$ cat src/rtl/slos_seq_pkg.sv
// Shared types and constants for the SLOS1/SLOS2 sequencer.
package slos_seq_pkg;

    typedef enum logic [2:0] {
        ST_IDLE  = 3'd0,
        ST_SLOS1 = 3'd1,
        ST_SLOS2 = 3'd2,
        ST_DONE  = 3'd3,
        ST_ERROR = 3'd4
    } state_t;

    localparam logic GEN_SEL_SLOS1 = 1'b0;
    localparam logic GEN_SEL_SLOS2 = 1'b1;

endpackage

$ cat src/rtl/slos_seq_timer.sv
// Per-phase cycle timer; expired flags the last cycle of the phase budget.
module slos_seq_timer #(
    parameter int TIMEOUT_CYCLES = 65535,
    parameter int TMO_W          = 16
) (
    input  logic clk,
    input  logic reset,
    input  logic clear,
    input  logic run,
    output logic expired
);

    logic [TMO_W-1:0] count;

    always_ff @(posedge clk or posedge reset) begin
        if (reset) begin
            count <= '0;
        end else if (clear) begin
            count <= '0;
        end else if (run) begin
            count <= count + 1'b1;
        end
    end

    assign expired = (count == TMO_W'(TIMEOUT_CYCLES - 1));

endmodule

$ cat src/rtl/slos_sequencer.sv
// Sequences the lane SLOS generator through SLOS1 then SLOS2, gated on peer detect.
//
// state | meaning
// IDLE  | generator off, waiting for start
// SLOS1 | sending SLOS1 rounds until count and peer SLOS1 detect are met
// SLOS2 | sending SLOS2 rounds until count and peer SLOS2 detect are met
// DONE  | one-cycle completion pulse
// ERROR | phase budget ran out; waits for start or abort
module slos_sequencer
    import slos_seq_pkg::*;
#(
    parameter int N_SLOS1        = 2,
    parameter int N_SLOS2        = 2,
    parameter int TIMEOUT_CYCLES = 65535,
    parameter int CNT_W          = 8,
    parameter int TMO_W          = 16
) (
    input  logic       clk,
    input  logic       reset,
    input  logic       start,
    input  logic       abort,
    input  logic       peer_slos1_det,
    input  logic       peer_slos2_det,
    input  logic       slos_sent,
    output logic       gen_enable,
    output logic       gen_sel,
    output logic       busy,
    output logic       done,
    output logic       timeout_err,
    output logic [2:0] state_out
);

    localparam logic [CNT_W:0] N1 = (CNT_W + 1)'(N_SLOS1);
    localparam logic [CNT_W:0] N2 = (CNT_W + 1)'(N_SLOS2);

    state_t           state;
    logic [CNT_W-1:0] round_cnt;
    logic [CNT_W:0]   cnt_inc;
    logic [CNT_W:0]   need;
    logic [CNT_W-1:0] cnt_sat;
    logic             in_phase;
    logic             peer_det;
    logic             phase_exit;
    logic             tmr_clear;
    logic             tmr_expired;

    always_comb begin
        in_phase   = (state == ST_SLOS1) || (state == ST_SLOS2);
        cnt_inc    = {1'b0, round_cnt} + (CNT_W + 1)'(1);
        need       = (state == ST_SLOS2) ? N2 : N1;
        peer_det   = (state == ST_SLOS2) ? peer_slos2_det : peer_slos1_det;
        cnt_sat    = (cnt_inc >= need) ? need[CNT_W-1:0] : cnt_inc[CNT_W-1:0];
        phase_exit = in_phase && slos_sent && (cnt_inc >= need) && peer_det;
        tmr_clear  = !in_phase || phase_exit || tmr_expired || abort;
    end

    slos_seq_timer #(
        .TIMEOUT_CYCLES(TIMEOUT_CYCLES),
        .TMO_W         (TMO_W)
    ) u_timer (
        .clk    (clk),
        .reset  (reset),
        .clear  (tmr_clear),
        .run    (in_phase),
        .expired(tmr_expired)
    );

    always_ff @(posedge clk or posedge reset) begin
        if (reset) begin
            state       <= ST_IDLE;
            round_cnt   <= '0;
            gen_enable  <= 1'b0;
            gen_sel     <= GEN_SEL_SLOS1;
            done        <= 1'b0;
            timeout_err <= 1'b0;
        end else begin
            done <= 1'b0;
            if (abort) begin
                state       <= ST_IDLE;
                round_cnt   <= '0;
                gen_enable  <= 1'b0;
                gen_sel     <= GEN_SEL_SLOS1;
                timeout_err <= 1'b0;
            end else begin
                case (state)
                    ST_IDLE: begin
                        round_cnt  <= '0;
                        gen_sel    <= GEN_SEL_SLOS1;
                        gen_enable <= start;
                        if (start) state <= ST_SLOS1;
                    end
                    ST_SLOS1, ST_SLOS2: begin
                        // a qualifying round wins over a timeout in the same cycle
                        if (phase_exit) begin
                            round_cnt <= '0;
                            if (state == ST_SLOS1) begin
                                state   <= ST_SLOS2;
                                gen_sel <= GEN_SEL_SLOS2;
                            end else begin
                                state      <= ST_DONE;
                                done       <= 1'b1;
                                gen_enable <= 1'b0;
                                gen_sel    <= GEN_SEL_SLOS1;
                            end
                        end else if (tmr_expired) begin
                            state       <= ST_ERROR;
                            round_cnt   <= '0;
                            gen_enable  <= 1'b0;
                            gen_sel     <= GEN_SEL_SLOS1;
                            timeout_err <= 1'b1;
                        end else if (slos_sent) begin
                            round_cnt <= cnt_sat;
                        end
                    end
                    ST_DONE: begin
                        state <= ST_IDLE;
                    end
                    ST_ERROR: begin
                        if (start) begin
                            state       <= ST_SLOS1;
                            round_cnt   <= '0;
                            gen_enable  <= 1'b1;
                            gen_sel     <= GEN_SEL_SLOS1;
                            timeout_err <= 1'b0;
                        end
                    end
                    default: begin
                        state       <= ST_IDLE;
                        round_cnt   <= '0;
                        gen_enable  <= 1'b0;
                        gen_sel     <= GEN_SEL_SLOS1;
                        timeout_err <= 1'b0;
                    end
                endcase
            end
        end
    end

    assign busy      = in_phase;
    assign state_out = state;

endmodule

$ cat config.mk
export PLATFORM = sky130hd
export DESIGN_NAME = slos_sequencer
export DESIGN_NICKNAME = d
export VERILOG_FILES = /design/src/rtl/slos_seq_pkg.sv /design/src/rtl/slos_seq_timer.sv /design/src/rtl/slos_sequencer.sv
export SDC_FILE = /design/constraint.sdc
export NUM_CORES = 1
export LEC_CHECK = 0
export ABC_AREA = 1
export CORE_MARGIN = 3
export CORE_UTILIZATION = 55
export CTS_CLUSTER_DIAMETER = 40
export DETAILED_ROUTE_END_ITERATION = 16
export GPL_ROUTABILITY_DRIVEN = 1
export HOLD_SLACK_MARGIN = 0.03
export MAX_ROUTING_LAYER = met4
export PLACE_DENSITY = 0.83
export SYNTH_ARGS = -nofsm -noshare
export SYNTH_HDL_FRONTEND = slang
export SYNTH_SLANG_ARGS = --single-unit
$ cat constraint.sdc
create_clock -name clk -period 2.08 [get_ports clk]
set_input_delay 0.312 -clock clk [delete_from_list [all_inputs] [get_ports clk]]
set_output_delay 0.312 -clock clk [all_outputs]
set_load 0.01 [all_outputs]
# [Yosys cells after proc, flatten, opt, wreduce, memory -nomap -nowiden]
# Cells that the tools add are included.
[totals] ff_bits=31 latchBits=0 ram_bits=0 rom_bits=0 inputBits=7 out_inout_bits=8 elab_cells=77 mem_count=0
[classes] n_addsub=2 n_mul=0 div=0 n_lt_le_gt_ge=1 eq_ne=14 shift=0 mux=35 bitwise=0 reduce_logical=18
[op_table] cell="2-to-1 mux 8 bit" count=6
[op_table] cell="2-to-1 mux 16 bit" count=2
[op_table] cell="case mux 8 bit (3 select lines)" count=1
[op_table] cell="2-to-1 mux 1 bit" count=18
[op_table] cell="adder 16 x 1 -> 16 bit (second input constant)" count=1
[op_table] cell="equality test 16 bit (second input constant)" count=1
[op_table] cell="2-to-1 mux 3 bit" count=4
[op_table] cell="adder 8 x 1 -> 9 bit (second input constant)" count=1
[op_table] cell="greater-or-equal comparator 9 x 2 -> 1 bit (second input constant)" count=1
[op_table] cell="!= test 3 bit (second input constant)" count=3
[op_table] cell="!= test 4 bit (second input constant)" count=2
[op_table] cell="AND reduction 4 bit" count=2
[op_table] cell="equality test 3 x 2 -> 1 bit (second input constant)" count=2
[op_table] cell="case mux 1 bit (3 select lines)" count=2
[op_table] cell="case mux 3 bit (2 select lines)" count=1
[op_table] cell="AND reduction 3 bit" count=2
[op_table] cell="OR reduction 2 bit" count=3
[op_table] cell="!= test 5 bit (second input constant)" count=1
[op_table] cell="logical OR 1 bit" count=4
[op_table] cell="case mux 1 bit (4 select lines)" count=1
[op_table] cell="equality test 3 x 1 -> 1 bit (second input constant)" count=1
[op_table] cell="equality test 3 bit (second input constant)" count=1
[op_table] cell="logical AND 1 bit" count=3
[op_table] cell="logical NOT 3 bit" count=1
[op_table] cell="other kinds (6)" count=6

# [Logic depth before layout (Yosys ltp)]
# Gate-level depths: netlist (run 1).
[logic_depth] ltp_word=9 mapped_depth=14 ltp_nobuf=14

# [Modules after synthesis]
# Synthesis (run 1) repeated with hierarchy kept, for this count alone.
[unflattened] cells_unflattened=241 hier_area_um2=1841.8
[by_module_without_submodules] mod="slos_seq_timer" instances=1 cells_each=124 area_each_um2=929.6 seq_area_each_um2=400.4
[by_module_without_submodules] mod="slos_sequencer" instances=1 cells_each=117 area_each_um2=912.1 seq_area_each_um2=375.4

# [Least setup slack after synthesis (run 1)]
# OpenSTA, ideal clock, no wires.
[synth_timing] path_kind="reg2reg" from="register round_cnt[0]" to="register round_cnt[1]" setup_ps=74 arrival_time_ps=1683 required_time_ps=2006 setup_slack_ps=323 stages_incl_launch_ff=14 path_buffers=2 period_less_slack_ps=1757 cell_sequence="dfrtp_1 -> ha_1 -> nand2_1 -> nor2_1 -> nand2_1 -> nand2_1 -> nand2_1 -> nor2_1 -> nand2_1 -> nand2_2 -> nand2_2 -> buf_6 -> buf_12 -> a21oi_4"
[synth_between] elab_chain_len=8 elab_cells_between_ends=12 cone_classes="1 x add/sub; 1 x order compare; 1 x eq/ne; 6 x mux; 3 x reduce/logical"
[synth_lines] element="start, declared" line_no="slos_sequencer.sv:37" rtl="logic [CNT_W-1:0] round_cnt;"
[synth_lines] element="start signal, assigned" line_no="slos_sequencer.sv:112" rtl="round_cnt <= cnt_sat;"
[synth_lines] element="adder 8 x 1 -> 9 bit *" line_no="slos_sequencer.sv:49" rtl="cnt_inc = {1'b0, round_cnt} + (CNT_W + 1)'(1);"
[synth_lines] element="greater-or-equal comparator 9 x 2 -> 1 bit" line_no="slos_sequencer.sv:52, slos_sequencer.sv:53"
[synth_lines] element="2-to-1 mux 8 bit" line_no="slos_sequencer.sv:52" rtl="cnt_sat = (cnt_inc >= need) ? need[CNT_W-1:0] : cnt_inc[CNT_W-1:0];"
[synth_lines] element="2-to-1 mux 8 bit" line_no="slos_sequencer.sv:111" rtl="end else if (slos_sent) begin"
[synth_lines] element="2-to-1 mux 8 bit" line_no="slos_sequencer.sv:105" rtl="end else if (tmr_expired) begin"
[synth_lines] element="2-to-1 mux 8 bit" line_no="slos_sequencer.sv:94" rtl="if (phase_exit) begin"
[synth_lines] element="case mux 8 bit (3 select lines)" line_no="slos_sequencer.sv:85" rtl="case (state)"
[synth_lines] element="2-to-1 mux 8 bit" line_no="slos_sequencer.sv:78" rtl="if (abort) begin"
# Every way passes the cells marked *; elsewhere a longest branch is shown, timed or not. The select of a mux whose other input is x is not followed.
# A chain may end at the register's enable or synchronous reset.

# [Worst setup path after layout (run 1)]
[layout_timing] from="register round_cnt[0]" to="register u_timer.count[11]"
[layout_between] elab_chain_len=8 elab_cells_between_ends=9 cone_classes="1 x add/sub; 1 x order compare; 1 x mux; 6 x reduce/logical"
[layout_lines] element="adder 8 x 1 -> 9 bit *" line_no="slos_sequencer.sv:49"
[layout_lines] element="greater-or-equal comparator 9 x 2 -> 1 bit *" line_no="slos_sequencer.sv:53" rtl="phase_exit = in_phase && slos_sent && (cnt_inc >= need) && peer_det;"
[layout_lines] element="logical AND 1 bit * (2 in series)" line_no="slos_sequencer.sv:53"
[layout_lines] element="logical OR 1 bit * (3 in series)" line_no="slos_sequencer.sv:54" rtl="tmr_clear = !in_phase || phase_exit || tmr_expired || abort;"
[layout_lines] element="2-to-1 mux 16 bit or nonzero test 2 bit (tied branches)"
[layout_lines] element="end signal, assigned" line_no="slos_seq_timer.sv:21" rtl="count <= count + 1'b1;"
[layout_lines] element="end, declared" line_no="slos_seq_timer.sv:13" rtl="logic [TMO_W-1:0] count;"
# Every way passes the cells marked *; elsewhere a longest branch is shown, timed or not.

==> results.sh, run 1 <==
export IMPL_ys_seq_area_frac=0.4366
export IMPL_synth_cell_types=24
export IMPL_cts_max_path_buffers=2
export IMPL_final_cell_mix="nand2_1, inv_1, nor2_1"
export IMPL_syn_area_sq_mm=0.001777
export IMPL_rr_startpoint="round_cnt[0]"
export IMPL_drt_pass1_iter_count=5
export IMPL_yosysTopAreaCell="dfrtp_1"
export IMPL_numPortBuffers=14
export IMPL_final_setup_viol_count=0
export IMPL_area_growth_pct=20.14
export IMPL_cts_made_buffers=5
export IMPL_fp_dieH_um=62.84
export IMPL_drtIter0Drc=62
export IMPL_grt_usage=0.2054
export IMPL_synth_xor_area_frac=0.02958
export IMPL_clock_skew_ns=0.01214
export IMPL_cp_max_fo=16
export IMPL_wl_per_cell_um=12.02
export IMPL_initial_utilization=0.6076
export IMPL_synthMuxAreaShare=0
export IMPL_grt_pass1_vias=1432
export IMPL_worstMarginPinSlew_ns=0.3847
export IMPL_routed_wl_um=3643
export IMPL_yosys_area_share_simple=0.3528
export IMPL_clk_pin_slew_ns=0.10
export IMPL_path_common_cell="nand2_1"
export IMPL_min_path_type="input pin to async pin"
export IMPL_finalCritPeriodShare=0.9270
export IMPL_final_max_slew_viol_count=0
export IMPL_grt_pass1_wl_um=6237
export IMPL_antenna_cells=0
export IMPL_cp_cell_sequence="buf_4 -> inv_1 -> nor2_4 -> nand2_1 -> nand2_1 -> nand2_1 -> nor2_1 -> nand2_1 -> nand2_2 -> nand2_4 -> buf_8 -> nor3b_1"
export IMPL_r2r_setup_slack_ns=0.15
export IMPL_rows=19
export IMPL_status="completed"
export IMPL_die_w_um=62.84
export IMPL_irDropWorstVdd_uv=505.2
export IMPL_power_leakage_nw=1.003
export IMPL_required_ns=2.33
export IMPL_synth_fa_ha_area_frac=0.02817
export IMPL_placed_area_sq_mm=0.001961
export IMPL_hold_viol=0
export IMPL_reg2reg_to="u_timer.count[11]"
export IMPL_grt_ovfl_total=0
export IMPL_ys_warnings_count=0
export IMPL_ctsRootBufferMaster="clkbuf_4"
export IMPL_drc=0
export IMPL_syn_nets=245
export IMPL_dieArea_sq_mm=0.003948
export IMPL_fin_area_sq_mm=0.002135
export IMPL_fmax_ghz=0.5186
export IMPL_maxCapViolations=0
export IMPL_layout_commonest_cell="nand2_1"
export IMPL_critical_path_arrival_ns=2.18
export IMPL_crit_type="flop to flop"
export IMPL_crit_path_start_kind="flop"
export IMPL_power_total_mw=1.411
export IMPL_cts_htree_levels=2
export IMPL_slew_headroom=0.7435
export IMPL_syn_avg_cell_area_sq_um=7.593
export IMPL_cts_sinks=31
export IMPL_period_minus_slack_ns=1.928
export IMPL_drive_above_1_share=0.1456
export IMPL_ant_nets=0
export IMPL_antenna_found_initial=0
export IMPL_rr_worst_depth=12
export IMPL_vias_per_cell=5.106
export IMPL_gp_congestion=0.9215
export IMPL_cp_end_kind="flop"
export IMPL_synth_compound_area_share=0.06127
export IMPL_synth_top_family_by_area="simple AND/OR/NAND/NOR gates"
export IMPL_crit_path_top_delay_cell="dfrtp_2"
export IMPL_tns_ns=0
export IMPL_num_vias=1547
export IMPL_multiInputGateArea_sq_um=917.1
export IMPL_power_density_mw_per_mm2=660.9
export IMPL_synth_top_area_frac=0.4366
export IMPL_synth_top_cells_by_area="dfrtp_1, nand2_1, inv_1, nor2_1, nand3_1"
export IMPL_core_area_sq_mm=0.002924
export IMPL_grt_max_degree=32
export IMPL_cts_tree="yes"
export IMPL_hold_buffers=0
export IMPL_cpPeakStageDelay_ns=0.46
export IMPL_syn_instance_count=234
export IMPL_clk_latency_ns=0.33
export IMPL_ys_ff_latch=31
export IMPL_layout_nets=271
export IMPL_seq_area_sq_um=780.7
export IMPL_ios=15
export IMPL_nFillCells=231
export IMPL_dp_hpwl_um=2561
-- sequential cells by signal, summed over array words and instances (netlist names) --
signal / cells
done: 1
gen_enable: 1
gen_sel: 1
round_cnt: 8
state_out: 3
timeout_err: 1
u_timer.count: 16
-- final cells by class --
cell class,instances,share of cell area
Clock inverter,1,0.002345
Sequential cell,31,0.3658
Timing Repair Buffer,21,0.09496
Inverter,35,0.06155
Clock buffer,7,0.02110
Tap cell,42,0.02462
Multi-Input combinational cell,166,0.4297
-- what timing repair did --
action                                  in CTS  in global routing
buffers inserted                             1                  3
resized for setup                            2                 22
pin swaps                                    1                  1
endpoints found under the setup margin       1                 26
-- how the worst max path moves through the flow --
| stage | slack [ns] | endpoint | from |
|---|---|---|---|
| global route | -0.01 | u_timer.count[2] | round_cnt[0] |
| CTS | 0.002 | round_cnt[0] | round_cnt[0] |
| detailed placement | 0.01 | round_cnt[0] | round_cnt[0] |
| floorplan | 0.32 | round_cnt[1] | round_cnt[0] |
| global placement | 0.11 | u_timer.count[9] | round_cnt[0] |
| finish | 0.15 | u_timer.count[11] | round_cnt[0] |
-- critical path, delay by kind of cell, from the launching register on --
kind	cells	cell delay, ns
AND/OR/NAND/NOR	9	1.01
flip-flops	1	0.46
buffers and inverters	3	0.37
-- report_power, final --
group / switching, mW / internal (mW) / total, mW
Combinational: 0.231 / 0.174 / 0.405
Sequential: 0.0375 / 0.635 / 0.672
Clock: 0.201 / 0.132 / 0.333
-- cells by family (layout without fill, tap and decap cells) --
group,count (synthesis),after routing
AND/OR/NAND/NOR,140,140
buffers and inverters,37,64
flip-flops,31,31
AO/OA/AOI/OAI,16,16
XOR/XNOR,6,6
adder cells (fa/ha/maj),4,4
-- layer usage --
layer	up-vias	wire length (um)	GRT usage
met5	-	0	-
li1	786	-	-
met2	46	1729	0.3209
met4	0	58	0.08264
met3	7	173	0.05036
met1	708	1682	0.2564
-- metrics by stage --
step,cells,hold slack [ns],util,setup WS [ns]
finish,303,0.3534,0.7300,0.1518
global route,303,0.4017,0.7300,-0.01039
CTS,300,0.3601,0.6928,0.001833
detailed placement,291,0.4717,0.6705,0.01031
global placement,291,0.4781,0.6705,0.1131
floorplan,234,0.4155,-,0.3234
-- synthesized netlist by cell type (all sizes together) --
cell and instances:
a211oi 1, a21oi 8, and2 1, buf 2
dfrtp 31, ha 4, inv 35, nand2 65
nand3 20, nand4 6, nor2 39, nor3 5
nor3b 4, o21ai 5, o21bai 1, o22ai 1
xnor2 2, xor2 4
Note: power is estimated with default switching activity, not from simulation.
==> inputs of run 2 (changes only) <==
--- a/config.mk
+++ b/config.mk
@@ -6,7 +6,6 @@
 export NUM_CORES = 1
 export LEC_CHECK = 0
 export ABC_AREA = 1
-export CORE_MARGIN = 3
 export CORE_UTILIZATION = 55
 export CTS_CLUSTER_DIAMETER = 40
 export DETAILED_ROUTE_END_ITERATION = 16
==> results.sh, run 2 (synthesis results as in run 1) <==
export IMPL_antenna_cells=0
export IMPL_min_path_type="input pin to async pin"
export IMPL_clk_latency_ns=0.35
export IMPL_antenna_found_initial=0
export IMPL_grt_usage=0.2476
export IMPL_ios=15
export IMPL_dp_hpwl_um=2497
export IMPL_cts_htree_levels=2
export IMPL_routed_wl_um=3640
export IMPL_grtUsageMet1=0.2933
export IMPL_slew_headroom=0.7299
export IMPL_grt_max_degree=32
export IMPL_power_density_mw_per_mm2=692.9
export IMPL_largest_register_ffs=16
export IMPL_power_leakage_nw=0.9916
export IMPL_cp_end_kind="flop"
export IMPL_fp_dieH_um=58.84
export IMPL_numPortBuffers=14
export IMPL_r2r_setup_slack_ns=0.20
export IMPL_grt_pass1_wl_um=6147
export IMPL_layout_commonest_cell="nand2_1"
export IMPL_clk_pin_slew_ns=0.12
export IMPL_grt_busiest_layer="met2"
export IMPL_critical_path_arrival_ns=2.11
export IMPL_power_total_mw=1.449
export IMPL_final_cell_mix="nand2_1, inv_1, nor2_1"
export IMPL_cts_made_buffers=5
export IMPL_drive_above_1_share=0.1231
export IMPL_initial_utilization=0.5820
export IMPL_layout_nets=270
export IMPL_status="completed"
export IMPL_crit_path_top_delay_cell="dfrtp_2"
export IMPL_required_ns=2.31
export IMPL_period_minus_slack_ns=1.882
export IMPL_hold_viol=0
export IMPL_crit_type="flop to flop"
export IMPL_dp_slack_ns=0.06235
export IMPL_die_w_um=58.84
export IMPL_tns_ns=0
export IMPL_grt_pass1_vias=1493
export IMPL_wl_per_cell_um=11.97
export IMPL_rsz0062_at_grt="yes"
export IMPL_worstMarginPinSlew_ns=0.4021
export IMPL_cts_sinks=31
export IMPL_drc=0
export IMPL_ctsRootBufferMaster="clkbuf_4"
export IMPL_grt_util_met3=0.04615
export IMPL_rows=20
export IMPL_grtUsageMet2=0.3994
export IMPL_worst_slack_ns=0.1982
export IMPL_crit_path_start_kind="flop"
export IMPL_cp_cell_sequence="ha_2 -> nand2_1 -> nor2_1 -> nand2_1 -> nand2_1 -> nand2_1 -> nor2_1 -> nand2_1 -> nand2_2 -> nand2_2 -> nand2_1 -> nand2_2 -> nand2_1 -> nand2_1"
export IMPL_final_setup_viol_count=0
export IMPL_path_common_cell="nand2_1"
export IMPL_dieArea_sq_mm=0.003462
export IMPL_gp_congestion=0.9024
export IMPL_cts_tree="yes"
export IMPL_maxCapViolations=0
export IMPL_num_vias=1556
export IMPL_cpPeakStageDelay_ns=0.42
export IMPL_area_growth_pct=17.68
export IMPL_cp_max_fo=7
export IMPL_whs_ns=0.3213
export IMPL_cts_max_path_buffers=2
export IMPL_ant_nets=0
export IMPL_clock_skew_ns=0.02638
export IMPL_top_register="u_timer.count"
export IMPL_vias_per_cell=5.118
export IMPL_irDropWorstVdd_uv=581.8
export IMPL_finalCritPeriodShare=0.9047
export IMPL_final_max_slew_viol_count=0
export IMPL_drtIter0Drc=90
export IMPL_grt_ovfl_total=0
export IMPL_drt_pass1_iter_count=6
export IMPL_core_area_sq_mm=0.003053
export IMPL_fmax_ghz=0.5314
## run 2: changes by cell type in the layout (fill, tap and decap cells not counted), sizes merged
cell / before / now
clkinvlp: 0 / 1
buf: 7 / 6
clkinv: 1 / 0
## run 2: through the flow
step	utilization	std cells	instance area, sq um
finish	0.6848	304	2091
global route	0.6848	304	2091
CTS	0.6783	304	2071
detailed placement	0.6430	293	1963
global placement	0.6430	293	1963
floorplan	-	234	1777
## run 2: layout make-up
| cell class | instances | area [sq um] |
|---|---|---|
| fillers | 254 | 962.2 |
| multi-input cells | 166 | 859.6 |
| flip-flops and latches | 31 | 780.7 |
| repair buffers | 20 | 191.4 |
| inverters | 35 | 131.4 |
| clock buffers | 7 | 65.06 |
| well taps | 44 | 55.05 |
| clock inverters | 1 | 7.507 |
## run 2: final timing paths
| path | from | to | cells past startpoint |
|---|---|---|---|
| worst min-delay path | reset | u_timer.count[5] | 3 |
| worst min register to register | gen_sel | gen_sel | 2 |
| min in group clk | gen_sel | gen_sel | 2 |
| worst max register to register | round_cnt[0] | round_cnt[0] | 14 |
| worst max-delay path | round_cnt[0] | round_cnt[0] | 14 |
| max in group asynchronous | reset | round_cnt[1] | 3 |
## run 2: what timing repair did
item	in CTS	in global routing
setup buffers	3	0
hold buffers	0	0
gates cloned	0	0
setup endpoints to repair	1	22
resized for setup	3	8
## run 2: critical path: cells and delay by family, from the launching register on
family / cells / cell delay (ns)
fa+ha+maj: 1 / 0.22
simple gates: 13 / 1.14
flops: 1 / 0.42
## run 2: report_power, final
part           switching (mW)  internal [mW]
Combinational           0.215          0.148
Sequential             0.0314          0.635
Clock                   0.222          0.197
## run 2: metal layers
layer  up-vias  part of all wire
li1        785                 -
met1       708              0.42
met2        48              0.50
met3        15             0.040
met4         0             0.037
met5         -                 0
==> RTL change: new RTL, settings of run 1 <==
`TMO_W` is set to 16 in 2 places; all go to 18.
--- a/src/rtl/slos_seq_timer.sv
+++ b/src/rtl/slos_seq_timer.sv
@@ -1,7 +1,7 @@
 // Per-phase cycle timer; expired flags the last cycle of the phase budget.
 module slos_seq_timer #(
     parameter int TIMEOUT_CYCLES = 65535,
-    parameter int TMO_W          = 16
+    parameter int TMO_W          = 18
 ) (
     input  logic clk,
     input  logic reset,
--- a/src/rtl/slos_sequencer.sv
+++ b/src/rtl/slos_sequencer.sv
@@ -13,7 +13,7 @@
     parameter int N_SLOS2        = 2,
     parameter int TIMEOUT_CYCLES = 65535,
     parameter int CNT_W          = 8,
-    parameter int TMO_W          = 16
+    parameter int TMO_W          = 18
 ) (
     input  logic       clk,
     input  logic       reset,
Behaviour: same outputs for any inputs over 10 cycles, from zero or initial values and one cycle with reset high; that may be too few to reach the edited logic, so the function may still have changed.
==> RTL change against run 1 <==
  * Clock power is 79% higher
  * First-iteration DRC count up 16%
  * Sequential share of layout area is 1.0 points higher
  * Total power grew 43%
  * Sequential cell count rose by 2
  * Highest routed layer unchanged
  * Routed wire length rose by 0.63%
  * Setup slack got worse by 0.036 ns
  * Synthesized cell count increased by 0.43%
  * Synthesized area rose by 4.2%
  * Combinational power increased by 64%
  * Design area up 3.1%
  * Count of clock-buffer cells in the layout down 2
  * Die area is 3.8% higher
==> RTL change: results (changes against run 1) <==
Power:
- The leakage power figure is 1.02 nW (+2.2%).
- The power per unit of standard cell area is 916 nW/µm² (+39%).

CTS:
- The number of H-tree levels is 2 (unchanged).
- The post-cts repair resize count came to 0 (-2).
- The count of buffers added by post-CTS timing repair for setup is 0 (-1).

Global routing:
- The via count of the first global-routing pass came to 1516 (+5.9%).
- The first-pass GRT wire length was 6.49 mm (+4.0%).

Synthesis:
- The sequential fraction of the synthesis area is 44.6% (+0.93 points).
- The post-synthesis instance area was 1850 µm² (+4.2%).
- The post-synthesis share of cell area spent on full adders, half adders and majority gates is 2.70% (-0.11 points).
- The largest family of logic cells by synthesized area is simple AND/OR/NAND/NOR gates.
- By count the netlist is led by 51 x sky130_fd_sc_hd__nand2_1, 40 x sky130_fd_sc_hd__nor2_1, 33 x sky130_fd_sc_hd__dfrtp_1, 32 x sky130_fd_sc_hd__inv_1, 23 x sky130_fd_sc_hd__nand3_1.
- The synthesized netlist net count is 246 (+0.41%).
- The share of the synthesized netlist area taken by xor and xnor gates is 4.26% (+1.3 points).
- In the post-synthesis netlist, the biggest area contributors are sky130_fd_sc_hd__dfrtp_1 45%, sky130_fd_sc_hd__nand2_1 10%, sky130_fd_sc_hd__nor2_1 8.1%, sky130_fd_sc_hd__inv_1 6.5%, sky130_fd_sc_hd__nand3_1 6.2%.
- The total of flip-flops plus latches after synthesis came to 33 (+6.5%).

Finish:
- The flip-flop count of the largest register after layout came to 18 (+2).
- The share of post-route cells with drive strength above 1 was 12.7% (-1.9 points).
- The combined flip-flop and latch cell area came to 827 µm² (+5.9%).
- The count of nets after finishing is 270 (-0.37%).
- The multi-input gate count is 167 (+0.60%).
- The layout buffer count excluding clock buffers is 19 (-9.5%).
- The multi-input gate share of total cell area is 41.3% (-1.7 points).
- The area fraction of clock buffers and clock inverters is 4.66% (+2.3 points).

Worst setup path:
- The register-to-register setup slack is 0.12 ns (-0.04 ns).
- The most critical setup path has its endpoint at round_cnt[0].
- The total buffers and inverters traversed by the critical path is 2 (-1).
- The delay of the slowest cell on the worst path is 0.44 ns (-0.02 ns).
- The number of cells traversed by the worst register-to-register path is 15 (+3).
- The critical-path maximum fanout is 13 (-3).
- Among all stages on the critical path, the largest delay is contributed by sky130_fd_sc_hd__dfrtp_1.

Routing:
- The initial detailed-routing violation count is 72 (+16%).
- The aggregate routed wire length is 3.67 mm (+0.63%).
- The number of vias per cell after detailed routing came to 5.20 (+1.8%).

Place:
- The cell count after placement came to 294 (+1.0%).
- The post-DP HPWL was 2.58 mm (+0.65%).
- The standard cell area after detailed placement is 2050 µm² (+4.7%).
- The worst setup slack after placement is 0.184 ns (+0.174 ns).
- The final weighted congestion in routability-driven placement came to 0.857 (-7.0%).

STA:
- The worst hold margin is 0.335 ns (-0.0186 ns).
- The final clock skew is 0.00972 ns (-0.00242 ns).
- The relative slew slack is 71.7% (-2.7 points).

Run status:
- The run finished with clean final reports.
RTL change: cell count changes in the layout (fill, tap and decap cells not counted), moves of 3 or more:
cell	run 1	this run
sky130_fd_sc_hd__a21oi_1	6	2
sky130_fd_sc_hd__nand3_1	19	23
sky130_fd_sc_hd__nor2_1	32	40
sky130_fd_sc_hd__dfrtp_2	4	1
sky130_fd_sc_hd__dfrtp_1	27	32
sky130_fd_sc_hd__inv_1	35	32
sky130_fd_sc_hd__nand4_1	6	9
sky130_fd_sc_hd__xor2_1	4	7
sky130_fd_sc_hd__nand2_1	60	51
RTL change: routing by layer:
metal / track usage (%) / up-vias / wire length, µm
met3: 5.27 / 11 / 140
met2: 34.5 / 30 / 1850
met4: 5.66 / 0 / 74
li1: - / 796 / -
met5: - / - / 0
met1: 24.7 / 743 / 1600
RTL change: power by group:
group	total, mW	leakage, nW	internal (mW)	switching, mW
registers	0.754	0.455	0.698	0.0563
logic	0.665	0.514	0.260	0.405
clock network	0.597	0.0552	0.372	0.225
